===== config.mk =====
export PLATFORM = sky130hd
export DESIGN_NAME = hazard_ctrl_unit
export DESIGN_NICKNAME = d
export VERILOG_FILES = /design/src/rtl/hazard_ctrl_unit.sv
export SDC_FILE = /design/constraint.sdc
export NUM_CORES = 1
export LEC_CHECK = 0
export ABC_AREA = 0
export CAP_MARGIN = 20
export CORE_UTILIZATION = 43
export CTS_BUF_LIST = sky130_fd_sc_hd__clkbuf_4 sky130_fd_sc_hd__clkbuf_8
export DETAILED_ROUTE_END_ITERATION = 6
export PLACE_DENSITY = 0.88
export SLEW_MARGIN = 0
export SYNTH_ARGS = -nofsm -noshare
export SYNTH_HDL_FRONTEND = slang
export SYNTH_SLANG_ARGS = --single-unit
export TNS_END_PERCENT = 10

===== constraint.sdc =====
create_clock -name clk -period 3.55 [get_ports clk]
set_clock_uncertainty 0.1 [all_clocks]
set_input_delay 0.5325 -clock clk [delete_from_list [all_inputs] [get_ports clk]]
set_output_delay 0.5325 -clock clk [all_outputs]
set_load 0.05 [all_outputs]

===== src/rtl/hazard_ctrl_unit.sv =====
// hazard_ctrl_unit: decode-side forwarding, branch resolution, load-use/branch FSM, freeze and stall counter.
// Rev 1.0
`default_nettype none

module hazard_ctrl_unit #(
  parameter int DATA_W   = 16,
  parameter int ADDR_W   = 4,
  parameter int LOAD_LAT = 1,
  parameter int BR_FLUSH = 1,
  parameter int ZERO_REG = 1,
  parameter int CNT_W    = 16
) (
  input  logic              clk,
  input  logic              reset,
  input  logic              branchD,
  input  logic              immediateD,
  input  logic [ADDR_W-1:0] srcAdd1,
  input  logic [ADDR_W-1:0] srcAdd2,
  input  logic [DATA_W-1:0] srcData1,
  input  logic [DATA_W-1:0] srcData2,
  input  logic [ADDR_W-1:0] destAddE,
  input  logic [ADDR_W-1:0] destAddM,
  input  logic              RegWriteE,
  input  logic              RegWriteM,
  input  logic              MemToRegE,
  input  logic              MemToRegM,
  input  logic [DATA_W-1:0] alu_resultE,
  input  logic [DATA_W-1:0] resultM,
  input  logic              mem_ready,
  input  logic              flush_req,
  output logic              stallF,
  output logic              stallD,
  output logic              stallE,
  output logic              flushD,
  output logic              flushE,
  output logic [1:0]        forwardA,
  output logic [1:0]        forwardB,
  output logic              InstBranch,
  output logic              busy,
  output logic [CNT_W-1:0]  stall_cycles
);

  localparam int MAX_LAT = (LOAD_LAT > BR_FLUSH) ? LOAD_LAT : BR_FLUSH;
  localparam int CTR_W   = (MAX_LAT > 1) ? $clog2(MAX_LAT) : 1;

  localparam logic [CTR_W-1:0] LD_INIT = CTR_W'(LOAD_LAT - 1);
  localparam logic [CTR_W-1:0] BR_INIT = CTR_W'(BR_FLUSH - 1);
  localparam logic [CTR_W-1:0] CTR_ONE = CTR_W'(1);

  localparam logic [1:0] S_IDLE = 2'd0;
  localparam logic [1:0] S_LD   = 2'd1;
  localparam logic [1:0] S_BR   = 2'd2;

  localparam logic [1:0] FWD_RF = 2'b00;
  localparam logic [1:0] FWD_E  = 2'b01;
  localparam logic [1:0] FWD_M  = 2'b10;

  logic [1:0]        state, state_nxt;
  logic [CTR_W-1:0]  cnt, cnt_nxt;

  logic              match_a_e, match_a_m, match_b_e, match_b_m;
  logic [1:0]        fwd_a, fwd_b;
  logic [DATA_W-1:0] op_a, op_b;
  logic              ldhaz, brtake;
  logic              st_f, st_d, st_e, fl_d, fl_e, br_taken;

  // M-stage loads already carry their loaded value in resultM, so M forwarding ignores MemToRegM.
  logic              unused_memtoregm;
  assign unused_memtoregm = MemToRegM;

  function automatic logic addr_match(input logic [ADDR_W-1:0] a, input logic [ADDR_W-1:0] d);
    return (a == d) && !((ZERO_REG != 0) && (a == '0));
  endfunction

  assign match_a_e = addr_match(srcAdd1, destAddE);
  assign match_a_m = addr_match(srcAdd1, destAddM);
  assign match_b_e = addr_match(srcAdd2, destAddE) && !immediateD;
  assign match_b_m = addr_match(srcAdd2, destAddM) && !immediateD;

  always_comb begin
    fwd_a = FWD_RF;
    if (RegWriteE && !MemToRegE && match_a_e)
      fwd_a = FWD_E;
    else if (RegWriteM && match_a_m)
      fwd_a = FWD_M;
  end

  always_comb begin
    fwd_b = FWD_RF;
    if (RegWriteE && !MemToRegE && match_b_e)
      fwd_b = FWD_E;
    else if (RegWriteM && match_b_m)
      fwd_b = FWD_M;
  end

  always_comb begin
    case (fwd_a)
      FWD_E:   op_a = alu_resultE;
      FWD_M:   op_a = resultM;
      default: op_a = srcData1;
    endcase
  end

  always_comb begin
    case (fwd_b)
      FWD_E:   op_b = alu_resultE;
      FWD_M:   op_b = resultM;
      default: op_b = srcData2;
    endcase
  end

  assign ldhaz  = MemToRegE && RegWriteE && (match_a_e || match_b_e);
  assign brtake = branchD && (op_a == op_b) && !ldhaz;

  always_comb begin
    st_f      = 1'b0;
    st_d      = 1'b0;
    st_e      = 1'b0;
    fl_d      = 1'b0;
    fl_e      = 1'b0;
    br_taken  = 1'b0;
    state_nxt = state;
    cnt_nxt   = cnt;
    if (!mem_ready) begin
      st_f = 1'b1;
      st_d = 1'b1;
      st_e = 1'b1;
    end else if (flush_req) begin
      fl_d      = 1'b1;
      fl_e      = 1'b1;
      state_nxt = S_IDLE;
      cnt_nxt   = '0;
    end else begin
      case (state)
        S_IDLE: begin
          if (ldhaz) begin
            st_f = 1'b1;
            st_d = 1'b1;
            fl_e = 1'b1;
            if (LOAD_LAT > 1) begin
              state_nxt = S_LD;
              cnt_nxt   = LD_INIT;
            end
          end else if (brtake) begin
            fl_d     = 1'b1;
            br_taken = 1'b1;
            if (BR_FLUSH > 1) begin
              state_nxt = S_BR;
              cnt_nxt   = BR_INIT;
            end
          end
        end
        S_LD: begin
          st_f    = 1'b1;
          st_d    = 1'b1;
          fl_e    = 1'b1;
          cnt_nxt = cnt - CTR_ONE;
          if (cnt <= CTR_ONE) begin
            state_nxt = S_IDLE;
            cnt_nxt   = '0;
          end
        end
        S_BR: begin
          fl_d    = 1'b1;
          cnt_nxt = cnt - CTR_ONE;
          if (cnt <= CTR_ONE) begin
            state_nxt = S_IDLE;
            cnt_nxt   = '0;
          end
        end
        default: begin
          state_nxt = S_IDLE;
          cnt_nxt   = '0;
        end
      endcase
    end
  end

  // Outputs are masked by reset so they fall as soon as reset rises, not at the next edge.
  assign stallF     = st_f & ~reset;
  assign stallD     = st_d & ~reset;
  assign stallE     = st_e & ~reset;
  assign flushD     = fl_d & ~reset;
  assign flushE     = fl_e & ~reset;
  assign InstBranch = br_taken & ~reset;
  assign forwardA   = reset ? FWD_RF : fwd_a;
  assign forwardB   = reset ? FWD_RF : fwd_b;
  assign busy       = (state != S_IDLE) & ~reset;

  always_ff @(posedge clk or posedge reset) begin
    if (reset) begin
      state <= S_IDLE;
      cnt   <= '0;
    end else begin
      state <= state_nxt;
      cnt   <= cnt_nxt;
    end
  end

  always_ff @(posedge clk or posedge reset) begin
    if (reset)
      stall_cycles <= '0;
    else if (stallF && !(&stall_cycles))
      stall_cycles <= stall_cycles + 1'b1;
  end

endmodule

`default_nettype wire

==> results of run 1 <==
synthesized netlist by cell type (all sizes together) (8+ instances only):
| master | count | area [um^2] |
|---|---|---|
| xnor2 | 37 | 324 |
| and3 | 11 | 68.8 |
| o21ai | 23 | 126 |
| a21oi | 12 | 71.3 |
| nor3 | 22 | 120 |
| nand3 | 19 | 118 |
| buf | 12 | 103 |
| clkbuf | 8 | 31.3 |
| dfrtp | 16 | 400 |
| nor2 | 33 | 124 |
| nand4 | 10 | 62.6 |
| mux2i | 12 | 124 |
| xor2 | 13 | 114 |
| nand2 | 29 | 111 |
per-layer routing:
| layer | vias up | GRT usage [%] | wire [um] |
|---|---|---|---|
| li1 | 1874 | - | - |
| met5 | - | 0 | 0 |
| met3 | 381 | 17.4 | 4100 |
| met2 | 773 | 76.0 | 8540 |
| met4 | 0 | 40.9 | 3140 |
| met1 | 2323 | 54.3 | 6870 |
per-stage QoR:
step | util (%) | worst slack (ps)
3_3_place_gp | 73.7 | -508
4_1_cts | 85.5 | -145
3_5_place_dp | 73.7 | -572
5_1_grt | 92.3 | -936
2_1_floorplan | - | -84.3
6_report | 92.3 | -1010
placed cells by master (no fill, tap or decap), types with 5 or more instances in the layout:
cell                              Yosys  layout
sky130_fd_sc_hd__o21ai_2              0       6
sky130_fd_sc_hd__buf_2                5       9
sky130_fd_sc_hd__buf_12               2      15
sky130_fd_sc_hd__a21oi_1             11       9
sky130_fd_sc_hd__and3_1              11       8
sky130_fd_sc_hd__a211oi_2             0       5
sky130_fd_sc_hd__clkdlybuf4s50_1      0      85
sky130_fd_sc_hd__inv_1                6       6
sky130_fd_sc_hd__o211ai_1             5       5
sky130_fd_sc_hd__o21ai_0             18       8
sky130_fd_sc_hd__xnor2_2              0      10
sky130_fd_sc_hd__nor3_1              20      14
sky130_fd_sc_hd__nand4_1             10      10
sky130_fd_sc_hd__nor3_2               2       8
sky130_fd_sc_hd__nor2_1              33      25
sky130_fd_sc_hd__buf_6                1      24
sky130_fd_sc_hd__xnor2_1             37      23
sky130_fd_sc_hd__nand2_1             28      26
sky130_fd_sc_hd__o21ai_1              4       6
sky130_fd_sc_hd__o21a_1               7       7
sky130_fd_sc_hd__xor2_1              13      10
sky130_fd_sc_hd__dfrtp_1             16      16
sky130_fd_sc_hd__nand3_1             16      12
sky130_fd_sc_hd__nor2_4               0       6
sky130_fd_sc_hd__buf_8                0       5
sky130_fd_sc_hd__buf_4                3      96
worst max-delay path by stage:
stage,startpoint,end,slack (ps),cells past startpoint
after CTS,destAddM[2],flushD,-150,13
after detailed placement,srcAdd1[1],flushD,-570,11
after global routing,srcAdd1[2],flushD,-940,13
after floorplan,srcAdd2[0],InstBranch,-80,10
after global placement,srcAdd2[0],flushD,-510,11
final,srcAdd1[1],flushD,-1010,13
what timing repair did:
action / in CTS / in global routing
resized for setup: 181 / 75
hold buffers: 0 / 0
endpoints found under the setup margin: 2 / 10
buffers inserted: 33 / 10
pin swaps: 54 / 41
gates cloned: 0 / 1
cell families after synthesis:
| kind of cell | Yosys count | share of synthesized area (%) |
|---|---|---|
| other | 1 | 0.132 |
| DFF | 16 | 14.1 |
| muxes | 13 | 4.77 |
| adders and majority gates | 1 | 0.442 |
| and+or+nand+nor | 158 | 30.2 |
| AOI/OAI and AO/OA | 107 | 29.4 |
| buffers and inverters | 26 | 5.52 |
| xor gates and xnor gates | 50 | 15.5 |
area by class of cell:
cell class	count	area share, %
timing repair buffer	240	39.6
sequential	16	6.83
inverter	6	0.384
multi-input combinational	330	50.6
tap	77	1.64
clock buffer	4	0.940
power by group:
part | internal, W | total, W | switching [W]
Clock | 0.0000988 | 0.000170 | 0.0000709
Combinational | 0.000401 | 0.000948 | 0.000546
Sequential | 0.000215 | 0.000268 | 0.0000520
Total | 0.000715 | 0.00138 | 0.000669
critical path: cells and delay by family:
family	cells	cell delay, ps
AOI/OAI and AO/OA	4	1200
buffers and inverters	4	640
xor gates and xnor gates	2	780
and+or+nand+nor	2	550
muxes	1	210
==> flow_metrics.py, run 1 <==
metrics = {
    "floorplan": {
        "starting_utilization_of_the_core_area_pct": 44.6,
        "num_rows": 29,
        "floorplan.core_area_um2": 6350,
        "die_width_um": 83.2,
        "dieArea_um2": 6920,
        "die-height_um": 83.2,
        "top_ports": 117,
    },
    "synth": {
        "syn-mean-instance-area_um2": 7.61,
        "yosysUniqueCellTypes": 73,
        "synth-seq-area-share_pct": 14.1,
        "yosysWarningCount": 0,
        "syn-cell-area_um2": 2830,
        "ys_seq_elements": 16,
        "synth-edff-count": 0,
        "dominantRegCellSynth": "sky130_fd_sc_hd__dfrtp_1",
        "synthCells": 372,
        "postSynthNetCount": 463,
        "synth_async_sr_flop_share_pct": 100,
    },
    "placement": {
        "final_replace_weighted_congestion": 0.965,
        "placedInstanceArea_um2": 4680,
        "post-place-cells": 628,
        "hpwl_um": 9100,
        "io_buffers": 114,
    },
    "min_path": {
        "worst_hold_startpoint": "stall_cycles[7]",
        "holdCritPathClass": "reg -> reg",
        "holdPathStages": 1,
        "worstHoldEndpoint": "stall_cycles[7]",
    },
    "pwr": {
        "irDropWorstVdd_v": 0.000530,
        "power.total_w": 0.00138,
        "power_density_nw_per_um2": 236,
        "leakagePower_nw": 2.37,
    },
    "worst_setup_path": {
        "r2r-start": "stall_cycles[4]",
        "timing.critical_path.cells": "buf_4, xnor2_4, and4_4, buf_6, buf_8, mux2i_1, o211ai_1, xnor2_1, a311oi_2, a2111oi_4, nand4_1, o31ai_4, buf_12",
        "worstReg2RegEnd": "stall_cycles[15]",
        "number_of_cells_on_the_worst_reg_to_reg_path": 9,
        "critical_path_class": "in -> out",
        "reg2reg_slack_ps": 910,
        "critPathArrivalTime_ps": 3920,
        "worst_ep_required_time_ps": 2920,
        "endpoint_kind": "output port",
        "cp_max_fo": 6,
        "setup.worst_path.start_class": "primary input",
        "max_stage_delay_ps": 590,
        "slowest_stage": "sky130_fd_sc_hd__xnor2_1",
    },
    "grt": {
        "grt_overflow_total": 0,
        "grt_pass1_vias": 5022,
        "grt_pass1_wl_um": 26800,
        "antenna_found_initial": 1,
        "global_route.usage.total_pct": 49.3,
        "grt_max_degree": 17,
    },
    "clocking": {
        "tritoncts.num_buffers": 3,
        "cts.sink_count": 16,
        "cts.path.max_buffers": 2,
        "clk_root_buffer_cell": "sky130_fd_sc_hd__clkbuf_8",
        "clock_input_transition_at_the_sequential_cells_of_the_worst_setup_and_hold_paths_ps": 70,
        "worst_skew_pair.late_latency_ps": 260,
        "htreeDepth": 1,
        "tritoncts": "yes",
    },
    "final_layout": {
        "final-instance-count-excl-fill": 673,
        "largest-register": "stall_cycles",
        "postLayoutCellArea_um2": 5860,
        "final_net_count": 688,
        "multi_input_comb_area_um2": 2970,
        "antenna-diode-count": 0,
        "seq_area_um2": 400,
        "final_layout_size_suffix_gt1_share_pct": 44.6,
        "layout.filler_cells": 208,
        "largest_register_ff_count": 16,
        "layout_top_registers": "stall_cycles x16",
        "syn_to_final_growth_pct": 107,
    },
    "drt": {
        "post-route-drc-count": 74,
        "drt-total-wl_um": 22700,
        "firstDrtPassIters": 7,
        "via_count": 5351,
        "dr.first_iter.drc_count": 996,
        "vias_per_cell": 7.95,
        "wl_per_instance_um": 33.7,
        "postRouteAntennaNets": 0,
    },
    "sta": {
        "setup_repair_after_global_routing_missed_its_margin": "true",
        "max_slew.worst_pin.slew_ps": 681,
        "final-max-slew-violation-count": 0,
        "layout_setup_ws_ps": -1010,
        "post-route-min-period_ps": 4560,
        "max_freq_ghz": 0.220,
        "timing.final.crit_share_pct": 128,
        "whs_ps": 403,
        "finalSetupViolations": 10,
        "timing.slew.headroom_pct": 53.3,
        "final-hold-violation-count": 0,
        "fin_setup_tns_ps": -2450,
    },
    "status": {
        "violated_checks": "DRC, setup timing",
        "outcome": "complete, but fails checks",
    },
    "job": {
        "timing.max_cap.violations": 0,
    },
}
(Power assumes the default switching activity.)
==> run 2: changes to the inputs <==
CAP_MARGIN = unset   (was 20)
==> results of run 2 <==
Final layout, timing and power as in run 1 (identical DEF).
==> run 3: changes to the inputs <==
CAP_MARGIN = 0   (was unset)
REMOVE_ABC_BUFFERS = 1   (was unset)
==> flow_metrics.py, run 3 <==
metrics = {
    "status": {
        "outcome": "stopped before the end",
        "lastStage": "global routing (5_1_grt)",
        "flow.first_error": "[ERROR GRT-0232] Routing congestion too high. Check the congestion heatmap in the GUI.",
    },
    "placement": {
        "post-place-cells": 628,
        "final_replace_weighted_congestion": 0.990,
        "io_buffers": 114,
        "placedInstanceArea_um2": 4660,
        "hpwl_um": 9160,
    },
    "clocking": {
        "clk_root_buffer_cell": "sky130_fd_sc_hd__clkbuf_8",
        "cts.path.max_buffers": 2,
        "htreeDepth": 1,
        "tritoncts.num_buffers": 3,
        "cts.sink_count": 16,
    },
    "sta": {
        "worstEndpointType": "top-level output",
        "globalroute.repair_timing.worst_endpoint": "InstBranch",
    },
    "floorplan": {
        "num_rows": 29,
        "die_width_um": 83.2,
        "top_ports": 117,
        "die-height_um": 83.2,
        "starting_utilization_of_the_core_area_pct": 44.6,
    },
    "grt": {
        "global_route.usage.total_pct": 72.4,
        "grt_overflow_total": 14,
        "grt_max_degree": 17,
    },
    "synth": {
        "synth_async_sr_flop_share_pct": 100,
        "syn-mean-instance-area_um2": 7.61,
        "dominantRegCellSynth": "sky130_fd_sc_hd__dfrtp_1",
        "synth-edff-count": 0,
        "synth_top_family_by_area": "simple AND/OR/NAND/NOR gates",
        "synth_compound_gate_area_share_pct": 29.4,
        "synthCells": 372,
        "synth.cells.most_frequent": "37 x sky130_fd_sc_hd__xnor2_1, 33 x sky130_fd_sc_hd__nor2_1, 28 x sky130_fd_sc_hd__nand2_1",
        "synth_simple_gate_area_share_pct": 30.2,
        "yosys.cell_count.top_type": "sky130_fd_sc_hd__xnor2_1",
        "yosys.area.top_type_share_pct": 14.1,
        "synth_fa_ha_area_share_pct": 0.442,
        "synth-seq-area-share_pct": 14.1,
        "synthDominantAreaCellType": "sky130_fd_sc_hd__dfrtp_1",
        "syn-cell-area_um2": 2830,
        "synthXorXnorAreaFrac_pct": 15.5,
        "ys_top_cells_by_area": "sky130_fd_sc_hd__dfrtp_1 14%, sky130_fd_sc_hd__xnor2_1 11%, sky130_fd_sc_hd__nor2_1 4.4%",
        "ys_seq_elements": 16,
        "synth_mux_area_share_pct": 4.77,
        "yosysWarningCount": 0,
        "yosysUniqueCellTypes": 73,
    },
}
==> run 3: cell counts after synthesis <==
No cell type changed its count.
==> run 3: layer usage <==
| layer | overflow | GRT usage (%) |
|---|---|---|
| met1 | 0 | 71.4 |
| met2 | 3 | 90.2 |
| met3 | 0 | 55.7 |
| met4 | 11 | 72.6 |
| met5 | 0 | 32.6 |
==> run 3: cell families after synthesis <==
family / after synthesis
AND/OR/NAND/NOR: 158
AO/OA/AOI/OAI: 107
XOR/XNOR: 50
buffers and inverters: 26
flip-flops: 16
multiplexers: 13
adder cells (fa/ha/maj): 1
other: 1
==> run 3: per-stage QoR <==
stage	util, %	worst slack, ps	TNS (ps)
after CTS	83.6	-158	-287
after floorplan	-	-608	-1130
after detailed placement	73.5	-701	-1390
after global placement	73.5	-559	-1110
==> run 3: repair_timing <==
action | 4_1_cts
buffers inserted | 22
pin swaps | 46
hold endpoints to repair | 0
endpoints found under the setup margin | 2
hold buffers | 0
cloned | 1
resized for setup | 167
==> run 4: changes to the inputs <==
CORE_UTILIZATION = 28   (was 43)
CTS_BUF_LIST = unset   (was sky130_fd_sc_hd__clkbuf_4 sky130_fd_sc_hd__clkbuf_8)
PLACE_DENSITY = unset   (was 0.88)
PLACE_DENSITY_LB_ADDON = 0.15   (was unset)
==> flow_metrics.py, run 4 (same netlist as run 1, synthesis figures left out) <==
metrics = {
    "drt": {
        "met3_wire_len_um": 702,
        "wl_per_instance_um": 17.1,
        "vias_per_cell": 5.30,
        "postRouteAntennaNets": 0,
        "dr.first_iter.drc_count": 144,
        "via_count": 3834,
        "met2WireLength_um": 6120,
        "firstDrtPassIters": 4,
        "met1_length_um": 5290,
        "post-route-drc-count": 0,
        "drt-total-wl_um": 12400,
        "maxUsedRoutingLayer": "met4",
    },
    "worst_setup_path": {
        "reg2reg_slack_ps": 1060,
        "worstReg2RegEnd": "stall_cycles[15]",
        "worst_ep_required_time_ps": 2920,
        "setup.worst_path.start_class": "primary input",
        "number_of_cells_on_the_worst_reg_to_reg_path": 9,
        "max_stage_delay_ps": 410,
        "timing.critical_path.cells": "buf_8, or3_4, a21oi_4, buf_6, o21ai_4, and3_4, nor4_4, a311oi_2, a2111oi_4, nand3_1, nor4_2, buf_4, buf_12",
        "r2r-start": "stall_cycles[4]",
        "endpoint_kind": "output port",
        "critPathArrivalTime_ps": 3210,
        "slowest_stage": "sky130_fd_sc_hd__or3_4",
        "cp_max_fo": 4,
        "critical_path_class": "in -> out",
    },
    "clocking": {
        "tritoncts.num_buffers": 3,
        "clk_root_buffer_cell": "sky130_fd_sc_hd__clkbuf_8",
        "htreeDepth": 1,
        "worst_skew_pair.late_latency_ps": 250,
        "cts_hold_repair.buffers": 0,
        "cts.path.max_buffers": 2,
        "cts.sink_count": 16,
        "clock_input_transition_at_the_sequential_cells_of_the_worst_setup_and_hold_paths_ps": 70,
        "tritoncts": "yes",
    },
    "min_path": {
        "holdCritPathClass": "reg -> reg",
        "worstHoldEndpoint": "stall_cycles[9]",
        "worst_hold_startpoint": "stall_cycles[9]",
        "holdPathStages": 1,
    },
    "final_layout": {
        "final-instance-count-excl-fill": 723,
        "layout_top_registers": "stall_cycles x16",
        "largest-register": "stall_cycles",
        "most_frequent_cells_in_the_layout": "107 x sky130_fd_sc_hd__buf_4, 85 x sky130_fd_sc_hd__clkdlybuf4s50_1, 31 x sky130_fd_sc_hd__xnor2_1",
        "final_layout_size_suffix_gt1_share_pct": 35.1,
        "postLayoutCellArea_um2": 5380,
        "final_common_cell": "sky130_fd_sc_hd__buf_4",
        "seq_area_um2": 400,
        "largest_register_ff_count": 16,
        "final_net_count": 682,
        "layout.filler_cells": 908,
        "multi_input_comb_area_um2": 2540,
        "antenna-diode-count": 0,
        "syn_to_final_growth_pct": 89.9,
    },
    "floorplan": {
        "dieArea_um2": 10500,
        "floorplan.core_area_um2": 9770,
        "num_rows": 36,
        "die_width_um": 103,
        "top_ports": 117,
        "starting_utilization_of_the_core_area_pct": 29.0,
        "die-height_um": 103,
    },
    "sta": {
        "whs_ps": 396,
        "post-route-min-period_ps": 3840,
        "timing.slew.headroom_pct": 59.5,
        "setup_repair_after_global_routing_missed_its_margin": "true",
        "finalSetupViolations": 2,
        "final-max-slew-violation-count": 0,
        "max_slew.worst_pin.slew_ps": 606,
        "final-hold-violation-count": 0,
        "timing.final.crit_share_pct": 108,
        "max_freq_ghz": 0.260,
        "layout_setup_ws_ps": -294,
    },
    "job": {
        "timing.max_cap.violations": 0,
    },
    "grt": {
        "global_route.usage.total_pct": 23.2,
        "grt_pass1_vias": 3833,
        "grt_max_degree": 18,
        "grt_pass1_wl_um": 18800,
        "antenna_found_initial": 0,
        "grt_overflow_total": 0,
    },
    "placement": {
        "hpwl_um": 10000,
        "worst_setup_slack_post_dpl_ps": -746,
        "placedInstanceArea_um2": 4850,
        "final_replace_weighted_congestion": 0.936,
        "io_buffers": 114,
        "post-place-cells": 700,
    },
    "pwr": {
        "power_density_nw_per_um2": 220,
        "net_switching_power_w": 0.000512,
        "combinational_power_share_pct": 64.0,
        "cell_internal_power_w": 0.000673,
        "leakagePower_nw": 2.23,
        "fraction_of_power_consumed_by_the_clock_network_pct": 13.8,
        "power.share.switching_pct": 43.2,
        "p_seq_share_pct": 22.2,
        "irDropWorstVdd_v": 0.000475,
    },
    "status": {
        "outcome": "complete, but fails checks",
        "violated_checks": "setup timing",
    },
}
## run 4: power groups by stage
stage / Sequential [W] / Clock [W] / Combinational [W]
after global placement: 0.000264 / 0 / 0.000690
after detailed placement: 0.000266 / 0 / 0.000694
final: 0.000263 / 0.000163 / 0.000759
after global routing: 0.000269 / 0.000176 / 0.000800
after floorplan: 0.000374 / 0 / 0.000238
after CTS: 0.000263 / 0.000165 / 0.000747
## run 4: layer usage
| layer | vias to the layer above | GRT usage, % |
|---|---|---|
| met5 | - | 0 |
| met4 | 0 | 7.25 |
| met3 | 22 | 2.71 |
| met2 | 136 | 40.9 |
| met1 | 1825 | 29.3 |
| li1 | 1851 | - |
## run 4: worst max-delay path by stage
stage,from,end,slack (ps),depth (start not counted)
floorplan,srcAdd1[2],InstBranch,-610,9
global placement,srcAdd1[1],InstBranch,-840,15
detailed placement,srcAdd1[1],flushD,-750,11
CTS,srcAdd1[3],InstBranch,-220,13
global route,destAddM[1],InstBranch,-400,14
finish,srcAdd1[3],InstBranch,-290,13
## run 4: cell type report
cell class	count	area share, %
clock buffer	4	1.02
inverter	6	0.419
multi-input combinational	330	47.3
sequential	16	7.44
tap	133	3.09
timing repair buffer	234	40.7
## run 4: metrics by stage
stage / setup TNS, ps / util (%) / power [W]
final: -577 / 55.0 / 0.00118
after global routing: -766 / 55.0 / 0.00125
after CTS: -436 / 54.5 / 0.00118
after detailed placement: -1450 / 49.7 / 0.000959
after global placement: -1650 / 49.7 / 0.000954
after floorplan: -1130 / - / 0.000612
## run 4: critical path: cells and delay by family
| family | cells | cell delay [ps] |
|---|---|---|
| AOI/OAI and AO/OA | 4 | 870 |
| buffers and inverters | 4 | 520 |
| and+or+nand+nor | 5 | 1280 |
## run 4: what timing repair did
item	CTS	global route
buffers inserted	15	2
gates resized for setup	130	11
endpoints found under the setup margin	2	2
pin swaps	53	9
gates cloned	2	0
==> RTL edit: new RTL, config.mk and constraints of run 2 <==
Reset style: synchronous (`reset`), changed in 2 clocked blocks.
--- a/src/rtl/hazard_ctrl_unit.sv
+++ b/src/rtl/hazard_ctrl_unit.sv
@@ -189,3 +189,3 @@
 
-  always_ff @(posedge clk or posedge reset) begin
+  always_ff @(posedge clk) begin
     if (reset) begin
@@ -199,3 +199,3 @@
 
-  always_ff @(posedge clk or posedge reset) begin
+  always_ff @(posedge clk) begin
     if (reset)
Check against the original RTL: differs if reset is asserted again (counterexample within 4 cycles, from zero or initial values and one cycle with reset high); with reset held inactive, the same outputs for 10 cycles.
==> RTL edit against run 2 <==
The flow now stops in global routing (5_1_grt); synthesized cell count grew 7.8%; synthesized area decreased by 1.3%.
==> RTL edit: results (changes against run 2) <==
stage,metric,value,unit,change
outcome,outcome,aborted with a tool error,,
outcome,failing_step,global routing (5_1_grt),,
outcome,error,[ERROR GRT-0232] Routing congestion too high. Check the congestion heatmap in the GUI.,,
synth,synth_fp_nets,492,,+6.3%
synth,synth_area_leaders,"dfxtp_1, nand3_1, xnor2_1",,
clock_network,clockBufferDepth,2,,unchanged
synth,yosys-top-cells-count,"nand3_1, nor2_1, a21oi_1",,
grt,track_usage,56.96,%,
clock_network,cts.sinks,16,,unchanged
synth,synth_ff_type,dfxtp_1,,
grt,grt_overflow,1,,
clock_network,cts_root_buf,clkbuf_8,,
clock_network,htree_levels,1,,unchanged
sta,worst_path_end_type,primary output,,
place,gp_congestion,0.9716,,+0.74%
synth,yosysWarningCount,0,,unchanged
synth,synth_cell_type_count,63,,-14%
place,port_buffers,114,,unchanged
place,pre_cts_ws,-0.6082,ns,-0.03658 ns
place,post-dp-hpwl,8569,um,-5.9%
grt,grt_max_degree,24,,
synth,yosysSeqAreaShare,11.45,%,-2.7 points
clock_network,cts_made_buffers,3,,unchanged
synth,async_reset_ff_share,0,%,-100 points
sta,crit_endpoint,InstBranch,,
## RTL edit: cell count changes after synthesis, moves of 8 or more
cell	change
nand2_1	-21
o211ai_1	+11
dfrtp_1	-16
nand3_1	+35
nor3_1	-12
xnor2_1	-17
buf_2	+8
dfxtp_1	+16
a21oi_1	+18
## RTL edit: layer usage
metal  overflow  global-route usage [%]
met1          0                   55.53
met2          1                   81.97
met3          0                   34.51
met4          0                   52.07
met5          0                   15.00
## RTL edit: per-stage QoR
step	instances	hold WS (ns)	cell area, um2	TNS [ns]
after floorplan	401	0.6248	2796	0
after global placement	639	0.3802	4603	-0.9960
after detailed placement	639	0.4204	4603	-1.177
after CTS	661	0.4305	4996	-0.3564
## RTL edit: timing repair
item / CTS
buffers inserted: 15
endpoints found under the setup margin: 2
gates cloned: 3
pin swaps: 27
resized for setup: 86
hold endpoints to repair: 0
## RTL edit: cells by family after synthesis
logic type	synth area share, %
buf+inv	5.951
flops	11.45
other cells	0.1341
compound gates	36.87
mux	1.790
xor+xnor	10.02
simple gates	33.33
fa+ha+maj	0.4474
